===== config.mk =====
export PLATFORM = sky130hd
export DESIGN_NAME = alu_flags
export DESIGN_NICKNAME = d
export VERILOG_FILES = /design/src/rtl/alu_flags.sv
export SDC_FILE = /design/constraint.sdc
export NUM_CORES = 1
export LEC_CHECK = 0
export CAP_MARGIN = 5
export CORE_MARGIN = 4
export CORE_UTILIZATION = 30
export DETAILED_ROUTE_END_ITERATION = 12
export PLACE_DENSITY = 0.65
export SYNTH_ARGS = -nofsm -noshare
export SYNTH_HDL_FRONTEND = slang
export SYNTH_SLANG_ARGS = --single-unit

===== constraint.sdc =====
create_clock -name clk -period 2.8 [get_ports clk]
set_clock_uncertainty 0.15 [all_clocks]
set_input_delay 0.28 -clock clk [delete_from_list [all_inputs] [get_ports clk]]
set_output_delay 0.28 -clock clk [all_outputs]
set_load 0.05 [all_outputs]

===== src/rtl/alu_flags.sv =====
// Accumulator-style ALU slice: A/B registers, add/subtract datapath,
// carry/zero flag capture and a bus driver with sticky conflict detection.
module alu_flags #(
    parameter int unsigned WIDTH = 8
) (
    input  logic             clk,
    input  logic             rst_n,
    input  logic [WIDTH-1:0] bus_in,
    input  logic             ai,
    input  logic             ao,
    input  logic             bi,
    input  logic             eo,
    input  logic             su,
    input  logic             fi,
    output logic [WIDTH-1:0] bus_out,
    output logic             bus_oe,
    output logic             flag_c,
    output logic             flag_z,
    output logic [WIDTH-1:0] a_q,
    output logic [WIDTH-1:0] b_q,
    output logic             bus_err
);

    localparam int unsigned SUM_W = WIDTH + 1;

    logic [SUM_W-1:0] sum;
    logic [WIDTH-1:0] b_op;
    logic [WIDTH-1:0] res;
    logic             cout;

    // Subtract as A + ~B + 1 so cout doubles as the no-borrow indicator
    always_comb begin
        b_op = su ? ~b_q : b_q;
        sum  = SUM_W'(a_q) + SUM_W'(b_op) + SUM_W'(su);
        res  = sum[WIDTH-1:0];
        cout = sum[WIDTH];
    end

    // Operand registers; loads and flag capture all see pre-edge A/B
    always_ff @(posedge clk or negedge rst_n) begin
        if (!rst_n) begin
            a_q <= '0;
            b_q <= '0;
        end else begin
            if (ai) a_q <= bus_in;
            if (bi) b_q <= bus_in;
        end
    end

    always_ff @(posedge clk or negedge rst_n) begin
        if (!rst_n) begin
            flag_c  <= 1'b0;
            flag_z  <= 1'b0;
            bus_err <= 1'b0;
        end else begin
            if (fi) begin
                flag_c <= cout;
                flag_z <= (res == '0);
            end
            if (ao && eo) bus_err <= 1'b1;
        end
    end

    // Conflicting drive requests still claim the bus but put zero on it
    always_comb begin
        bus_out = '0;
        bus_oe  = 1'b0;
        if (ao && eo) begin
            bus_oe = 1'b1;
        end else if (ao) begin
            bus_out = a_q;
            bus_oe  = 1'b1;
        end else if (eo) begin
            bus_out = res;
            bus_oe  = 1'b1;
        end
    end

endmodule


== Word-level counts from Yosys, hierarchy flattened ==
Cells that the tools add are included.
Word-level totals
  latch bits: 0
  memories kept: 0
  flip-flop bits (word level): 19
  input bits: 16
  bits in read-only memories: 0
  output and inout bits: 28
  memory bits (writable): 0
  logic and storage cells: 17
Operators by class
  mux-type cells: 7
  multiply operators: 0
  bitwise logic cells: 1
  add/subtract/negate cells: 2
  reduce and logical (&&, ||, !) cells: 2
  div/mod/pow operators: 0
  equal/unequal tests: 0
  magnitude comparators: 0
  shift operators: 0
Operators by type and width (number)
  two-way mux 8 bit: 4
  adder 8 x 8 -> 9 bit: 1
  adder 9 x 1 -> 9 bit: 1
  logical NOT 8 bit: 1
  NOT 8 bit: 1
  two-way mux 1 bit: 3
  logical AND 1 bit: 1

== Longest topological paths before layout ==
  word-level depth: 7
  mapped depth: 8

== Worst setup path after synthesis ==
OpenSTA, ideal clock, no wires.
  path type: flip-flop to output port
  start: register b_q[0]
  end: output port bus_out[6]
  path buffers: 0
  required time: 2.370 ns
  setup slack: -0.286 ns
  arrival time: 2.656 ns
  stages on the path, launching flop included: 8
  path through: dfrtp_1 -> mux2_4 -> fa_1 -> and3_1 -> o21ai_0 -> a21oi_1 -> a211oi_1 -> a22o_1
Between the ends
  word-level cells in the longest chain between the ends: 7
RTL lines
  from (decl): line 20  | output logic [WIDTH-1:0] b_q,
  from (signal assigned): line 46  | if (bi) b_q <= bus_in;
  NOT 8 bit: line 33  | b_op = su ? ~b_q : b_q;
  two-way mux 8 bit *: line 33
  adder 8 x 8 -> 9 bit *: line 34  | sum = SUM_W'(a_q) + SUM_W'(b_op) + SUM_W'(su);
  adder 9 x 1 -> 9 bit *: line 34
  two-way mux 8 bit *: line 73  | end else if (eo) begin
  two-way mux 8 bit *: line 70  | end else if (ao) begin
  two-way mux 8 bit *: line 68  | if (ao && eo) begin
  to (decl): line 15  | output logic [WIDTH-1:0] bus_out,
Mark *: on every way between the ends. The rest lies on a longest branch, timed or not.

== Final worst setup path ==
  start: register b_q[5]
  end: output port bus_out[7]
The elaborated chain is that of the path after synthesis.

==> results.tsv <==
metric	value	unit
path_cells	xor2_1 -> ha_1 -> o21ai_4 -> nor3b_2 -> a311oi_2 -> o2111ai_2 -> a22o_2 -> buf_12	
holdBufCountCts	0	
status	finished clean	
period_needed	2.73	ns
synthToLayoutAreaGrowth	71.3	%
routed_wl	3400	um
die_x	72.2	um
synth_seq_area_share	0.385	
io_pins	44	
hold_path.class	flip-flop to flip-flop	
hold_viol_final	0	
path_buf_inv	1	
setup_violations	0	
critPathRequiredTime	2.37	ns
globalplace.congestion	0.805	
crit_arrival	2.30	ns
ant_nets	0	
slew_violations	0	
yosysWarningCount	0	
num_rows	23	
min_period_over_period	0.974	
ys.flop_type	dfrtp_1	
cts_sinks	19	
synth_cell_types	33	
numPortBuffers	43	
vias	1150	
dr.pass1.iters	4	
path_class	flip-flop to primary output	
synth_enable_flop_cells	0	
cts_buffers	3	
insertion_delay	0.25	ns
die_y	72.2	um
start_util	0.309	
drt-vias-per-instance	5.02	
synth_async_sr_flop_share	1.00	
ir_worst_vdd	0.432	mV
cts-root-buf	clkbuf_8	
crit_family	compound AO/OA/AOI/OAI gates	
timing.fmax	0.367	GHz
grt_pass1_wl	5360	um
grt_max_degree	20	
syn-instance-count	107	
yosysTopAreaCell	dfrtp_1	
avgRoutedWirePerCell	14.8	um
hpwlAfterDp	2690	um
grt_pass1_vias	1189	
p_leak	0.916	nW
max_cap_viol_count	0	
cts_tree	done	
clkTransAtPathRegs	0.07	ns
critical_path.endpoint_type	primary output	
grt-ovfl-total	0	
core-area	4000	um^2
syn_nets	131	
final_cell_mix	34 x clkdlybuf4s50_1, 30 x buf_4, 18 x dfrtp_1	
fin_nets	204	
ys_ff_latch	19	
critPathLaunchType	flip-flop	
synth_area	1240	um^2
clock_path_buffers	2	
antenna_found_initial	0	
die_area	5210	um^2
drc	0	
cts_htree_levels	1	
cp_slowest_cell	dfrtp_1	
holdWs	0.313	ns
power_density	626	nW/um^2
drtIter0Drc	45	
post-route-cell-area	2120	um^2
cp_max_fo	4	
cp_slowest_stage_delay	0.39	ns
worst_slew_pin_slew	0.831	ns
relSlewSlack	0.444	
grt_usage	0.132	
place_area	1930	um^2
drive_above_1_share	0.441	
layout_commonest_cell	clkdlybuf4s50_1	
syn_area_per_cell	11.6	um^2
synth.top_cell.area_share	0.385	
ys_top_cells_by_area	dfrtp_1 38%, mux2_2 15%, ha_1 7.1%	
diodes	0	
rsz0062_at_grt	true	
-- metal layers --
layer	up-vias	routed length (um)	GRT usage
met2	50	1780	0.245
met3	12	205	0.0235
met1	545	1340	0.146
li1	543	-	-
met4	0	73	0.0543
met5	-	0	0
-- power breakdown --
| part | switching [W] | internal, W |
|---|---|---|
| Clock | 0.0000838 | 0.000101 |
| Combinational | 0.000414 | 0.000399 |
| Sequential | 0.0000260 | 0.000302 |
-- logic make-up (layout without fill, tap and decap cells) --
kind of cell / Yosys count / in the layout / share of synthesized area
AO/OA/AOI/OAI: 25 / 25 / 0.166
XOR/XNOR: 12 / 12 / 0.0850
adder cells (fa/ha/maj): 8 / 8 / 0.0870
buffers and inverters: 7 / 79 / 0.0273
flip-flops: 19 / 19 / 0.385
multiplexers: 17 / 17 / 0.158
AND/OR/NAND/NOR: 19 / 19 / 0.0921
-- layout make-up --
class                           count  area, um^2
Fill cell                         333        1880
Tap cell                           50        62.6
Multi-Input combinational cell     81         795
Clock buffer                        4        45.0
Inverter                            2        7.51
Sequential cell                    19         477
Timing Repair Buffer               73         731
-- final timing paths --
path	from	end	slack (ns)	depth (start not counted)
max in group asynchronous	rst_n	b_q[0]	1.58	1
worst min-delay path	bus_err	bus_err	0.31	1
worst max register to register	b_q[0]	flag_z	0.32	7
min in group asynchronous	rst_n	b_q[5]	0.36	1
worst min register to register	bus_err	bus_err	0.31	1
worst max-delay path	b_q[5]	bus_out[7]	0.07	8
-- registers in the layout, summed over array words and instances (netlist names) --
| signal | flops |
|---|---|
| a_q | 8 |
| flag_z | 1 |
| bus_err | 1 |
| b_q | 8 |
| flag_c | 1 |
-- Yosys cell counts, types with 2 or more instances --
| cell | instances |
|---|---|
| nand3b_1 | 2 |
| nor2b_1 | 3 |
| xor2_1 | 9 |
| a22o_1 | 6 |
| inv_1 | 2 |
| o21ai_0 | 5 |
| mux2_2 | 16 |
| nor2_1 | 4 |
| ha_1 | 7 |
| nor3b_1 | 2 |
| a21o_1 | 4 |
| a31oi_1 | 2 |
| dfrtp_1 | 19 |
| nor3_1 | 2 |
| xnor2_1 | 3 |
| clkbuf_1 | 4 |
-- metrics by stage --
stage | std cells | utilization | TNS, ns | setup WS, ns | total power [W]
2_1_floorplan | 107 | - | -0.0434 | -0.0434 | 0.000734
4_1_cts | 222 | 0.505 | -0.00637 | -0.00637 | 0.00126
5_1_grt | 229 | 0.529 | -0.0344 | -0.0344 | 0.00139
6_report | 229 | 0.529 | 0 | 0.0721 | 0.00133
3_3_place_gp | 214 | 0.482 | -1.50 | -0.387 | 0.00103
3_5_place_dp | 214 | 0.482 | -1.76 | -0.468 | 0.00104
-- worst register-to-register path, stage by stage (launching register included) --
cell,delay (ns)
dfrtp_2,0.41
mux2_4,0.31
fa_2,0.34
and3_1,0.17
nor2_1,0.13
xnor2_1,0.09
or4_4,0.55
o41ai_2,0.21
-- timing repair --
action	in CTS	in global routing
gates resized for setup	9	10
endpoints found under the setup margin	6	3
pin swaps	5	15
setup buffers	4	7
No activity file was read; power rests on OpenSTA's default activity.
